[src/rtl/fmul_iter.sv]
// Iterative IEEE-754-style multiplier: shift-add significand datapath, specials, normalise, round, flags.
// Define FMUL_ITER_RNE_EN for round-to-nearest-even; otherwise results are truncated toward zero.
module fmul_iter #(
    parameter  int EXP_W = 8,
    parameter  int MAN_W = 23,
    localparam int W     = 1 + EXP_W + MAN_W
) (
    input  logic         CLK,
    input  logic         Reset_n,
    input  logic         Start,
    input  logic [W-1:0] Operand1,
    input  logic [W-1:0] Operand2,
    output logic [W-1:0] Result,
    output logic [3:0]   Flags,
    output logic         Busy,
    output logic         Done
);
    localparam int SW  = MAN_W + 1;
    localparam int PW  = 2 * SW;
    localparam int CW  = $clog2(MAN_W + 1);
    localparam int EW2 = EXP_W + 2;
    localparam logic [EW2-1:0] BIAS_C     = EW2'((1 << (EXP_W - 1)) - 1);
    localparam logic [EW2-1:0] EMAX_C     = EW2'((1 << EXP_W) - 1);
    localparam logic [CW-1:0]  CNT_INIT_C = CW'(MAN_W);

    typedef enum logic [2:0] {
        ST_IDLE = 3'd0,
        ST_SPEC = 3'd1,
        ST_MUL  = 3'd2,
        ST_NORM = 3'd3,
        ST_DONE = 3'd4
    } state_t;

    function automatic logic is_special(input logic [EXP_W-1:0] ea, input logic [EXP_W-1:0] eb);
        return (ea == '0) || (eb == '0) || (&ea) || (&eb);
    endfunction

    // Returns {result, flags}; subnormals (exp==0) are treated as signed zero.
    function automatic logic [W+3:0] special_out(input logic sign,
                                                 input logic [EXP_W-1:0] ea, input logic [MAN_W-1:0] ma,
                                                 input logic [EXP_W-1:0] eb, input logic [MAN_W-1:0] mb);
        logic nan_a, nan_b, inf_a, inf_b, inv;
        logic [W+3:0] r;
        nan_a = (&ea) & (|ma);
        nan_b = (&eb) & (|mb);
        inf_a = (&ea) & ~(|ma);
        inf_b = (&eb) & ~(|mb);
        inv   = (inf_a & (eb == '0)) | (inf_b & (ea == '0));
        if (nan_a | nan_b | inv) begin
            r = {1'b0, {EXP_W{1'b1}}, 1'b1, {(MAN_W-1){1'b0}}, inv, 3'b000};
        end else if (inf_a | inf_b) begin
            r = {sign, {EXP_W{1'b1}}, {MAN_W{1'b0}}, 4'b0000};
        end else begin
            r = {sign, {(EXP_W+MAN_W){1'b0}}, 4'b0000};
        end
        return r;
    endfunction

    state_t             state_q, state_d;
    logic [CW-1:0]      cnt_q, cnt_d;
    logic               sign_q, sign_d;
    logic [EXP_W-1:0]   e1_q, e1_d, e2_q, e2_d;
    logic [PW-1:0]      mcand_q, mcand_d, acc_q, acc_d;
    logic [SW-1:0]      mplier_q, mplier_d;
    logic [W-1:0]       result_q, result_d;
    logic [3:0]         flags_q, flags_d;
    logic               busy_q, busy_d, done_q, done_d;

    logic               accept_s, msb_s, guard_s, sticky_s, inc_s, ovf_s, unf_s;
    logic [PW-2:0]      norm_s;
    logic [MAN_W-1:0]   man_s;
    logic [MAN_W:0]     man_rnd_s;
    logic [EW2-1:0]     exp_s, exp_r_s;

    // Normalise, round and range-check the finished product.
    always_comb begin
        msb_s     = acc_q[PW-1];
        norm_s    = msb_s ? acc_q[PW-2:0] : {acc_q[PW-3:0], 1'b0};
        man_s     = norm_s[2*MAN_W -: MAN_W];
        guard_s   = norm_s[MAN_W];
        sticky_s  = |norm_s[MAN_W-1:0];
`ifdef FMUL_ITER_RNE_EN
        inc_s     = guard_s & (sticky_s | man_s[0]);
`else
        inc_s     = 1'b0;
`endif
        man_rnd_s = {1'b0, man_s} + {{MAN_W{1'b0}}, inc_s};
        exp_s     = {2'b00, e1_q} + {2'b00, e2_q} - BIAS_C + {{(EW2-1){1'b0}}, msb_s};
        exp_r_s   = exp_s + {{(EW2-1){1'b0}}, man_rnd_s[MAN_W]};
        ovf_s     = ~exp_r_s[EW2-1] & (exp_r_s >= EMAX_C);
        unf_s     = exp_r_s[EW2-1] | (exp_r_s == '0);
    end

    // Control FSM and datapath next-state.
    always_comb begin
        state_d  = state_q;
        cnt_d    = cnt_q;
        sign_d   = sign_q;
        e1_d     = e1_q;
        e2_d     = e2_q;
        mcand_d  = mcand_q;
        mplier_d = mplier_q;
        acc_d    = acc_q;
        result_d = result_q;
        flags_d  = flags_q;
        busy_d   = busy_q;
        done_d   = 1'b0;
        accept_s = Start & ((state_q == ST_IDLE) | (state_q == ST_DONE));
        case (state_q)
            ST_IDLE, ST_DONE: begin
                if (accept_s) begin
                    sign_d   = Operand1[W-1] ^ Operand2[W-1];
                    e1_d     = Operand1[W-2 -: EXP_W];
                    e2_d     = Operand2[W-2 -: EXP_W];
                    mcand_d  = {{(PW-SW){1'b0}}, 1'b1, Operand1[MAN_W-1:0]};
                    mplier_d = {1'b1, Operand2[MAN_W-1:0]};
                    acc_d    = '0;
                    cnt_d    = CNT_INIT_C;
                    busy_d   = 1'b1;
                    state_d  = is_special(Operand1[W-2 -: EXP_W], Operand2[W-2 -: EXP_W]) ? ST_SPEC : ST_MUL;
                end else begin
                    state_d  = ST_IDLE;
                end
            end
            ST_SPEC: begin
                {result_d, flags_d} = special_out(sign_q, e1_q, mcand_q[MAN_W-1:0], e2_q, mplier_q[MAN_W-1:0]);
                done_d  = 1'b1;
                busy_d  = 1'b0;
                state_d = ST_DONE;
            end
            ST_MUL: begin
                if (mplier_q[0]) begin
                    acc_d = acc_q + mcand_q;
                end else begin
                    acc_d = acc_q;
                end
                mcand_d  = mcand_q << 1;
                mplier_d = mplier_q >> 1;
                cnt_d    = cnt_q - CW'(1);
                if (cnt_q == '0) begin
                    state_d = ST_NORM;
                end else begin
                    state_d = ST_MUL;
                end
            end
            ST_NORM: begin
                if (ovf_s) begin
                    result_d = {sign_q, {EXP_W{1'b1}}, {MAN_W{1'b0}}};
                    flags_d  = 4'b0101;
                end else if (unf_s) begin
                    result_d = {sign_q, {(EXP_W+MAN_W){1'b0}}};
                    flags_d  = 4'b0011;
                end else begin
                    result_d = {sign_q, exp_r_s[EXP_W-1:0], man_rnd_s[MAN_W-1:0]};
                    flags_d  = {3'b000, guard_s | sticky_s};
                end
                done_d  = 1'b1;
                busy_d  = 1'b0;
                state_d = ST_DONE;
            end
            default: begin
                state_d = ST_IDLE;
                busy_d  = 1'b0;
            end
        endcase
    end

    // State and datapath registers; reset aborts any operation in flight.
    always_ff @(posedge CLK or negedge Reset_n) begin
        if (!Reset_n) begin
            state_q  <= ST_IDLE;
            cnt_q    <= '0;
            sign_q   <= 1'b0;
            e1_q     <= '0;
            e2_q     <= '0;
            mcand_q  <= '0;
            mplier_q <= '0;
            acc_q    <= '0;
            result_q <= '0;
            flags_q  <= 4'b0000;
            busy_q   <= 1'b0;
            done_q   <= 1'b0;
        end else begin
            state_q  <= state_d;
            cnt_q    <= cnt_d;
            sign_q   <= sign_d;
            e1_q     <= e1_d;
            e2_q     <= e2_d;
            mcand_q  <= mcand_d;
            mplier_q <= mplier_d;
            acc_q    <= acc_d;
            result_q <= result_d;
            flags_q  <= flags_d;
            busy_q   <= busy_d;
            done_q   <= done_d;
        end
    end

    assign Result = result_q;
    assign Flags  = flags_q;
    assign Busy   = busy_q;
    assign Done   = done_q;
endmodule

[config.mk]
export PLATFORM = sky130hd
export DESIGN_NAME = fmul_iter
export DESIGN_NICKNAME = d
export VERILOG_FILES = /design/src/rtl/fmul_iter.sv
export SDC_FILE = /design/constraint.sdc
export NUM_CORES = 1
export LEC_CHECK = 0
export BUFFER_PORTS_ARGS = -buffer_cell sky130_fd_sc_hd__buf_4
export CAP_MARGIN = 30
export CORE_MARGIN = 5
export CORE_UTILIZATION = 54
export CTS_CLUSTER_DIAMETER = 30
export CTS_CLUSTER_SIZE = 20
export DETAILED_ROUTE_END_ITERATION = 16
export PLACE_DENSITY = 0.77
export SKIP_CTS_REPAIR_TIMING = 1
export SYNTH_ARGS = -nofsm -noshare
export SYNTH_HDL_FRONTEND = slang
export SYNTH_SLANG_ARGS = --single-unit
export TNS_END_PERCENT = 5
[constraint.sdc]
create_clock -name CLK -period 3.3 [get_ports CLK]
set_clock_uncertainty 0.05 [all_clocks]
set_input_delay 0.165 -clock CLK [delete_from_list [all_inputs] [get_ports CLK]]
set_output_delay 0.165 -clock CLK [all_outputs]
set_load 0.02 [all_outputs]
# Yosys cells after proc, flatten, opt, wreduce, memory -nomap -nowiden
# Index checks and enable logic that the tools add are counted.
# W data, S select, Z words.
dict set report totals {
  ff_bits 183
  wordCells 94
  inputBits 67
  out_inout_bits 38
}
dict set report op_classes {
  n_lt_le_gt_ge 1
  addsub 5
  n_mux 25
  bitwise 20
  n_reduce_logical 25
  eq_ne 6
}
# operator count
set op_table {}
lappend op_table {{$pmux W48 S2} 2}
lappend op_table {{$mux W48} 3}
lappend op_table {{$reduce_or A23 Y1} 3}
lappend op_table {{$pmux W32 S2} 1}
lappend op_table {{$mux W31} 2}
lappend op_table {{$add A48 B48 Y48} 1}
lappend op_table {{$pmux W24 S2} 1}
lappend op_table {{$mux W47} 1}
lappend op_table {{$mux W36} 1}
lappend op_table {{$mux W35} 1}
lappend op_table {{$logic_not A8 Y1} 4}
lappend op_table {{$reduce_and A8 Y1} 4}
lappend op_table {{$mux W24} 1}
lappend op_table {{$add A10 B1 Y10} 1}
lappend op_table {{$ge A10 B8 Y1 const B} 1}
lappend op_table {{$logic_not A10 Y1} 1}
lappend op_table {{$pmux W5 S2} 1}
lappend op_table {{$sub A9 B7 Y10 const B} 1}
lappend op_table {{$add A8 B8 Y9} 1}
lappend op_table {{$pmux W3 S3} 1}
lappend op_table {{$and A1 B1 Y1} 8}
lappend op_table {{$pmux W4 S2} 1}
lappend op_table {{$or A1 B1 Y1} 7}
lappend op_table {{$eq A3 B2 Y1 const B} 2}
lappend op_table {{other kinds (18)} 32}

# Longest topological paths before layout
# Gate-level depths: netlist of run 1.
dict set report depth {
  depth_word 8
  mapped_depth 16
  ltp_nobuf 15
}

# Worst setup path before layout of run 1
# Ideal clock, no wire load.
dict set report synth_timing {
  path_kind {register -> register}
  from {reg acc_q[47]}
  to {reg result_q[10], in the netlist Result[10]}
  path_buffers 2
  slack_ps -177
  required_ps 3117
  setup_time_ps 133
  arrival_ps 3293
  stages_incl_launch_ff 17
  cell_sequence {dfrtp_1 -> clkbuf_1 -> inv_1 -> ha_1 -> inv_1 -> ha_1 -> fa_1 -> a211oi_1 -> o21ai_0 -> a21o_1 -> a21oi_1 -> xnor2_1 -> nor4_1 -> nor3_1 -> nand2_1 -> clkbuf_1 -> o21ai_0}
}
dict set report synth_via {
  elab_chain_cells 6
  word_cells_on_any_way 10
  classes_between {add/sub (1); order compare (1); mux (4); bitwise (3); reduce/logical (1)}
}
# element line_no
set synth_rtl {}
lappend synth_rtl {{start: declaration} 63} ;# logic [PW-1:0] mcand_q, mcand_d, acc_q, acc_d;
lappend synth_rtl {{start signal: assignment} 178} ;# acc_q <= '0;
lappend synth_rtl {{start signal: assignment} 191} ;# acc_q <= acc_d;
lappend synth_rtl {{parallel branches: the longest is 4 deep, another holds $add A10 B1 Y10} --}
lappend synth_rtl {{$mux W31 (*)} 147} ;# if (ovf_s) begin
lappend synth_rtl {{$pmux W32 S2 (*)} 109} ;# case (state_q)
lappend synth_rtl {{end signal: assignment} 192} ;# result_q <= result_d;
lappend synth_rtl {{end: declaration} 65} ;# logic [W-1:0] result_q, result_d;
# Every way passes the cells marked *.
# A chain may end at the register's enable or synchronous reset.

# Worst setup path after layout of run 1
dict set report layout_timing {
  from {reg acc_q[47]}
  to {reg result_q[18], in the netlist Result[18]}
}
# The elaborated chain is that of the path after synthesis.

==> flow_summary.toml, run 1 <==
[critical_path]
worstReg2RegStart = "acc_q[47]$_DFFE_PN0P_"
path_cells = "inv_1 -> ha_4 -> inv_2 -> ha_4 -> fa_2 -> buf_4 -> a21o_1 -> a21oi_2 -> xor2_1 -> nand4_1 -> nor4_4 -> nor3_4 -> nand2_4 -> clkbuf_16 -> o21ai_0"
slowest_delay_ns = 0.40
crit_required_ns = 3.57
r2r-end = "Result[18]$_DFFE_PN0P_"
slowest_stage = "nor4_4"
cp_common_cell = "ha_4"
critPathKind = "register to register"
critPathLaunchType = "register"
reg2reg_depth = 15
crit_path_end_kind = "register"
critPathMaxFanout = 6
r2r_slack_ns = -0.02
worst_ep_arrival_time_ns = 3.59

[synthesis]
synth_compound_area_share_pct = 20.6
ys_ff_latch = 182
syn-num-nets = 1314
synth_edf_count = 0
synth_mux_area_share_pct = 2.18
synth_cell_type_count = 63
synth_ff_type = "dfrtp_1"
synth_fa_ha_area_share_pct = 7.95
synth_area_mm2 = 0.0106
synthSimpleGateAreaFrac_pct = 18.7
synth_seq_area_share_pct = 43.1
async_flop_share_pct = 100
syn-instance-count = 1181
syn_area_per_cell_um2 = 8.96
synth-xor-area-share_pct = 4.47
synth_warnings = 0
synth_top_family_by_area = "compound AO/OA/AOI/OAI gates"

[hold_path]
holdPathEnd = "Busy$_DFFE_PN0P_"
hp-class = "primary input to register"
min_path_cells = 3
holdCritStartpoint = "Start"

[job]
drv_cap = 0

[sta]
hold_violations = 1
max_slew_margin_pct = 43.0
fmax_ghz = 0.301
drv_slew = 0
fin_ws_ns = -0.0228
whs_ns = -0.00278
tightest_slew_ns = 0.856
setup_viol = 10
period_share_pct = 101
min_period_ns = 3.32

[run_status]
violations = "hold timing, setup timing"
outcome = "complete, but fails checks"

[final_layout]
final_nets = 1468
drive_gt1_share_pct = 14.8
antenna_cells = 0
syn_to_final_growth_pct = 24.1

[global_routing]
antenna_found_initial = 0
grt_overflow = 0
grt_pass1_wl_um = 44800
grt_pass1_vias = 9047
grt_use_total_pct = 24.5
grt_max_degree = 90

[pwr]
p_per_area_mw_per_mm2 = 1090
power.leakage_nw = 6.17
vdd_drop_max_mv = 0.472
total_power_mw = 14.3

[detailed_routing]
wl_um = 29200
drtAntennaViolNets = 0
wl_per_cell_um = 18.1
dr.pass1.iters = 6
vias = 9712
drt_iter0_markers = 769
vias_per_cell = 6.02
drc = 0

[floorplan]
die_y_um = 150
row_count = 51
core_mm2 = 0.0194
start_util_pct = 54.5
boundaryPins = 105
die_w_um = 150
fp.dieArea_mm2 = 0.0225

[placed_design]
hpwl_um = 19400
place_congestion = 0.949
port_buffers = 104

[clocking]
numCtsBuffers = 17
worst_skew_pair.late_latency_ns = 0.44
clk_pin_slew_worst_paths_ns = 0.07
htreeDepth = 4
cts_tree = "yes"
max-clock-path-buffers = 2
cts-root-buf = "clkbuf_16"
clock_sinks = 182
worst max path at each step:
stage / from / end / slack (ns)
after detailed placement: e1_q[0]$_DFFE_PN0P_ / Result[4]$_DFFE_PN0P_ / -0.1
after CTS: e1_q[0]$_DFFE_PN0P_ / Result[4]$_DFFE_PN0P_ / -0.13
after global routing: acc_q[47]$_DFFE_PN0P_ / Result[23]$_DFFE_PN0P_ / -0.18
after floorplan: acc_q[47]$_DFFE_PN0P_ / Result[10]$_DFFE_PN0P_ / -0.03
final: acc_q[47]$_DFFE_PN0P_ / Result[18]$_DFFE_PN0P_ / -0.02
after global placement: e1_q[0]$_DFFE_PN0P_ / Result[0]$_DFFE_PN0P_ / 0.03
synthesized netlist by cell type, types with 3 or more instances:
library cell / count / area (um^2)
a211oi_1: 7 / 52.6
a21o_1: 27 / 203
a21oi_1: 61 / 305
a22o_1: 26 / 228
a22oi_1: 49 / 368
a31oi_1: 6 / 37.5
a41oi_1: 5 / 43.8
and2_1: 4 / 25.0
and3_1: 5 / 31.3
clkbuf_1: 61 / 229
dfrtp_1: 182 / 4550
ha_1: 64 / 801
inv_1: 21 / 78.8
mux2i_1: 23 / 230
nand2_1: 238 / 893
nand2b_1: 6 / 37.5
nand3_1: 48 / 240
nand3b_1: 3 / 22.5
nand4_1: 24 / 150
nor2_1: 38 / 143
nor2b_1: 8 / 50.1
nor3_1: 16 / 80.1
nor4_1: 26 / 163
o211ai_1: 3 / 22.5
o21a_1: 11 / 82.6
o21ai_0: 113 / 566
o21bai_1: 9 / 67.6
or3_1: 3 / 18.8
xnor2_1: 27 / 236
xor2_1: 27 / 236
per-stage QoR:
| stage | setup slack (ns) | util, % | instance area (um^2) | setup TNS (ns) | cells |
|---|---|---|---|---|---|
| after floorplan | -0.0311 | - | 10600 | -0.621 | 1181 |
| after global placement | 0.0292 | 60.1 | 11700 | 0 | 1507 |
| after detailed placement | -0.0988 | 60.1 | 11700 | -1.54 | 1507 |
| after CTS | -0.127 | 63.1 | 12200 | -2.03 | 1539 |
| after global routing | -0.180 | 67.7 | 13100 | -3.90 | 1613 |
| final | -0.0228 | 67.7 | 13100 | -0.141 | 1613 |
registers in the layout, indices dropped and copies added (netlist names):
signal,count
e2_q,8
e1_q,8
mplier_q,24
state_q,2
Result,32
acc_q,48
Done,1
Busy,1
Flags,4
sign_q,1
mcand_q,48
cnt_q,5
cell usage in the layout, fill, tap and decap left out, drive strengths merged, types with 38 or more instances in the layout:
master and instances:
nand2 238, nand3 48, nor2 38, o21ai 115
dfrtp 182, a22oi 49, dlygate4sd3 63, ha 64
a21oi 61, buf 133
report_power, final:
part | internal [mW] | switching (mW) | total [mW] | leakage, nW
Combinational | 3.35 | 4.65 | 8.00 | 3.64
Clock | 1.07 | 0.973 | 2.05 | 0.278
Sequential | 3.25 | 0.988 | 4.24 | 2.25
layout make-up:
type | count | area [um^2]
Fill cell | 1495 | 6270
Multi-Input combinational cell | 914 | 5850
Sequential cell | 182 | 4550
Timing Repair Buffer | 198 | 1720
Clock buffer | 17 | 425
Tap cell | 265 | 332
Clock inverter | 15 | 159
Inverter | 22 | 82.6
worst max-delay path, delay by kind of cell, from the launching register on:
family / cells / cell delay [ns]
XOR/XNOR: 1 / 0.25
flip-flops: 1 / 0.35
AO/OA/AOI/OAI: 3 / 0.42
AND/OR/NAND/NOR: 4 / 0.87
adder cells (fa/ha/maj): 3 / 0.80
buffers and inverters: 4 / 0.45
kinds of logic (layout without fill, tap and decap cells):
kind of cell             count (synthesis)  after routing
buffers and inverters                   85            252
adder cells (fa/ha/maj)                 66             66
flip-flops                             182            182
AND/OR/NAND/NOR                        432            432
AO/OA/AOI/OAI                          339            339
multiplexers                            23             23
XOR/XNOR                                54             54
per-layer routing:
metal  GRT usage, %  vias up  wire (um)
met5              0        -          0
met4           8.97        0        766
met3           4.42       72       1510
met2           39.0      346      14400
met1           33.5     4718      12600
li1               -     4576          -
(Power assumes the default switching activity.)
==> run 2, diff against run 1 <==
HOLD_SLACK_MARGIN = 0.12   (was not set)
==> run 2 against run 1 <==
Effect of this change:
- the run now ends clean
- clock-buffer cell count stayed put
- critical path type unchanged
- clock power hardly changed
- power is 0.15% higher
- die area stayed put
- sequential share of layout area is 0.079 points lower
- highest routed layer unchanged
- non-clock buffer count is 3 higher
==> flow_summary.toml, run 2 (same netlist as run 1, synthesis figures left out) <==
[floorplan]
die_y_um = 150
boundaryPins = 105
fp.dieArea_mm2 = 0.0225
core_mm2 = 0.0194
die_w_um = 150
start_util_pct = 54.5
row_count = 51

[placed_design]
postPlaceCellArea_mm2 = 0.0117
place_congestion = 0.949
dp_cells = 1507
port_buffers = 104
hpwl_um = 19400

[run_status]
outcome = "complete, no violations"

[clocking]
cts-root-buf = "clkbuf_16"
htreeDepth = 4
clock_sinks = 182
worst_skew_pair.late_latency_ns = 0.44
numCtsBuffers = 17
max-clock-path-buffers = 2
clk_pin_slew_worst_paths_ns = 0.08
cts_tree = "yes"

[critical_path]
crit_path_end_kind = "register"
crit_required_ns = 3.57
path_delay_family = "simple AND/OR/NAND/NOR gates"
cp_common_cell = "ha_4"
critPathMaxFanout = 6
critPathLaunchType = "register"
slowest_stage = "nor4_4"
path_cells = "inv_1 -> ha_4 -> inv_2 -> ha_4 -> fa_2 -> buf_4 -> a21o_1 -> a21oi_2 -> xor2_1 -> nand4_1 -> nor4_4 -> nor3_4 -> nand2_4 -> clkbuf_16 -> o21ai_0"
worst_ep_arrival_time_ns = 3.53
slowest_delay_ns = 0.40
critPathKind = "register to register"
crit_buf_inv = 4

[detailed_routing]
dr.pass1.iters = 7
drtAntennaViolNets = 0
drc = 0
drt_iter0_markers = 780
vias_per_cell = 6.02
wl_per_cell_um = 18.2
vias = 9723
wl_um = 29300

[global_routing]
grt_overflow = 0
grt_pass1_wl_um = 44800
antenna_found_initial = 0
grt_use_total_pct = 24.5
grt_pass1_vias = 9047
grt_max_degree = 90

[sta]
setup_viol = 0
period_share_pct = 98.9
fmax_ghz = 0.306
whs_ns = 0.294
min_period_ns = 3.26
hold_violations = 0
max_slew_margin_pct = 42.9
drv_slew = 0
tightest_slew_ns = 0.857

[job]
drv_cap = 0

[final_layout]
stdcell_count = 1616
antenna_cells = 0
fill_cells = 1502
finalInstanceArea_mm2 = 0.0132
final_nets = 1471
syn_to_final_growth_pct = 24.3
final_common_cell = "nand2_1"
most-common-layout-cells = "235 x nand2_1, 182 x dfrtp_1, 128 x buf_4, 108 x o21ai_0, 66 x dlygate4sd3_1"
drive_gt1_share_pct = 14.8

[pwr]
p_per_area_mw_per_mm2 = 1090
vdd_drop_max_mv = 0.472
power.leakage_nw = 6.18

[hold_path]
hp-class = "primary input to async pin"
run 2: cell count changes in the layout (fill, tap and decap cells not counted), sizes merged:
cell / delta
dlygate4sd3: +3
run 2: final cells by class:
| class | instances | area, um^2 | area share (%) |
|---|---|---|---|
| sequential | 182 | 4550 | 34.6 |
| clock buffer | 17 | 425 | 3.23 |
| inverter | 22 | 82.6 | 0.628 |
| tap | 265 | 332 | 2.52 |
| clock inverter | 15 | 159 | 1.21 |
| multi-input combinational | 914 | 5850 | 44.4 |
| timing repair buffer | 201 | 1750 | 13.3 |
run 2: worst paths after layout:
path,start,to,slack (ns),cells after the start
worst max register to register,acc_q[47]$_DFFE_PN0P_,Result[18]$_DFFE_PN0P_,0.04,15
min in group CLK,Operand1[17],mcand_q[17]$_DFFE_PN0P_,0.43,4
worst min-delay path,Reset_n,mplier_q[7]$_DFFE_PN0P_,0.29,2
worst max-delay path,acc_q[47]$_DFFE_PN0P_,Result[18]$_DFFE_PN0P_,0.04,15
worst min register to register,Result[16]$_DFFE_PN0P_,Result[16]$_DFFE_PN0P_,0.43,2
max in group asynchronous,Reset_n,acc_q[37]$_DFFE_PN0P_,1.99,3
run 2: per-stage QoR:
stage                     util (%)  power [mW]  setup TNS (ns)  worst slack, ns
final                         67.8        14.3               0           0.0372
after global routing          67.8        15.4           -1.26          -0.0706
after CTS                     63.1        13.7           -2.03           -0.127
after detailed placement      60.1        11.7           -1.54          -0.0988
after global placement        60.1        11.4               0           0.0292
after floorplan                  -        9.56          -0.621          -0.0311
run 2: routing by layer:
metal	share of wire, %	global-route usage, %
met1	43	33.5
met2	49	39.0
met3	5.5	4.42
met4	2.6	8.97
met5	0	0
run 2: where the power goes:
part	internal [mW]	switching, mW
combinational	3.35	4.66
sequential	3.25	0.992
clock	1.07	0.975
total	7.67	6.63
==> run 3, diff against run 2 <==
PLACE_DENSITY = 0.79   (was 0.77)
==> run 3 against run 2 <==
Effect of this change:
- non-clock buffer count decreased by 4
- die area unchanged
- power about the same
- maximum frequency increased by 1.4%
- critical endpoint is now acc_q[42]$_DFFE_PN0P_
==> flow_summary.toml, run 3 (same netlist as run 1, synthesis figures left out) <==
[run_status]
outcome = "complete, no violations"

[clocking]
clock_sinks = 182
numCtsBuffers = 17
max-clock-path-buffers = 2
cts-root-buf = "clkbuf_16"
clk_pin_slew_worst_paths_ns = 0.07
worst_skew_pair.late_latency_ns = 0.44
htreeDepth = 4
cts_tree = "yes"

[sta]
setup_viol = 0
tightest_slew_ns = 0.899
max_slew_margin_pct = 40.1
fin_setup_tns_ns = 0
period_share_pct = 97.5
fin_ws_ns = 0.0813
fmax_ghz = 0.311
drv_slew = 0
hold_violations = 0
rsz0062_at_grt = "true"
min_period_ns = 3.22

[pwr]
total_power_mw = 14.3
power.leakage_nw = 6.15
vdd_drop_max_mv = 0.509
p_per_area_mw_per_mm2 = 1090

[critical_path]
slowest_stage = "fa_1"
slowest_delay_ns = 0.42
path_cells = "ha_1 -> fa_1 -> a21oi_2 -> o22ai_1 -> o22a_2 -> o2111ai_4 -> a211oi_2 -> o211ai_1 -> buf_4 -> nand3b_1 -> a21oi_1 -> xor2_1 -> o21ai_0"
worst_ep_arrival_time_ns = 3.46
r2r-end = "acc_q[42]$_DFFE_PN0P_"
critPathKind = "register to register"
reg2reg_depth = 13
crit_required_ns = 3.54
critPathLaunchType = "register"
critPathMaxFanout = 4
r2r_slack_ns = 0.08
crit_path_end_kind = "register"
worstReg2RegStart = "acc_q[0]$_DFFE_PN0P_"

[final_layout]
final_core_util_pct = 67.5
stdcell_count = 1613
syn_to_final_growth_pct = 23.8
final_common_cell = "nand2_1"
most-common-layout-cells = "236 x nand2_1, 182 x dfrtp_1, 128 x buf_4, 107 x o21ai_0, 66 x dlygate4sd3_1"
drive_gt1_share_pct = 14.6
final_nets = 1467
fill_cells = 1466

[detailed_routing]
wl_um = 29500
drtAntennaViolNets = 0
dr.pass1.iters = 6
drt_iter0_markers = 788
wl_per_cell_um = 18.3
drc = 0
vias_per_cell = 6.06
vias = 9776

[global_routing]
grt_use_total_pct = 24.6
grt_pass1_wl_um = 44800
antenna_found_initial = 1
grt_pass1_vias = 9011
grt_max_degree = 93
grt_overflow = 0

[floorplan]
start_util_pct = 54.5
boundaryPins = 105
fp.dieArea_mm2 = 0.0225
row_count = 51
core_mm2 = 0.0194
die_w_um = 150
die_y_um = 150

[job]
drv_cap = 0

[hold_path]
hp-class = "primary input to async pin"

[placed_design]
hpwl_um = 19500
port_buffers = 104
dp_slack_ns = -0.161
place_congestion = 0.944
dp_cells = 1508
## run 3: power breakdown
part | internal, mW | switching (mW) | total (mW)
registers | 3.25 | 0.998 | 4.25
clock network | 1.16 | 0.960 | 2.12
logic | 3.26 | 4.68 | 7.94
total | 7.68 | 6.64 | 14.3
## run 3: critical path, delay by kind of cell (launching register included)
kind	cells	cell delay, ns
fa+ha+maj	2	0.64
buf+inv	1	0.17
xor+xnor	1	0.15
flops	1	0.41
compound gates	8	1.53
simple gates	1	0.13
## run 3: per-stage QoR
stage / cell area [um^2] / hold slack (ns)
after CTS: 12300 / -0.214
final: 13100 / 0.341
after floorplan: 10600 / -0.181
after global placement: 11700 / 0.264
after global routing: 13100 / 0.423
after detailed placement: 11700 / 0.263
## run 3: how the worst max path moves through the flow
stage	start	endpoint	slack, ns
5_1_grt	e1_q[0]$_DFFE_PN0P_	Result[10]$_DFFE_PN0P_	-0.11
2_1_floorplan	acc_q[47]$_DFFE_PN0P_	Result[10]$_DFFE_PN0P_	-0.03
6_report	acc_q[0]$_DFFE_PN0P_	acc_q[42]$_DFFE_PN0P_	0.08
3_3_place_gp	e1_q[0]$_DFFE_PN0P_	Result[3]$_DFFE_PN0P_	0.05
4_1_cts	e1_q[0]$_DFFE_PN0P_	Result[0]$_DFFE_PN0P_	-0.18
3_5_place_dp	e1_q[0]$_DFFE_PN0P_	Result[9]$_DFFE_PN0P_	-0.16
## run 3: layout make-up
| type | count | area (um^2) | share of cell area [%] |
|---|---|---|---|
| tap | 265 | 332 | 2.53 |
| timing repair buffer | 197 | 1670 | 12.8 |
| clock inverter | 14 | 170 | 1.30 |
| sequential | 182 | 4550 | 34.8 |
| inverter | 22 | 82.6 | 0.630 |
| clock buffer | 18 | 439 | 3.35 |
| multi-input combinational | 914 | 5850 | 44.6 |
| antenna | 1 | 2.50 | 0.0191 |
## run 3: routing by layer
metal / track usage (%) / wire length (um)
met4: 7.32 / 711
met3: 4.57 / 1510
met2: 40.6 / 14800
met5: 0 / 0
met1: 33.0 / 12500
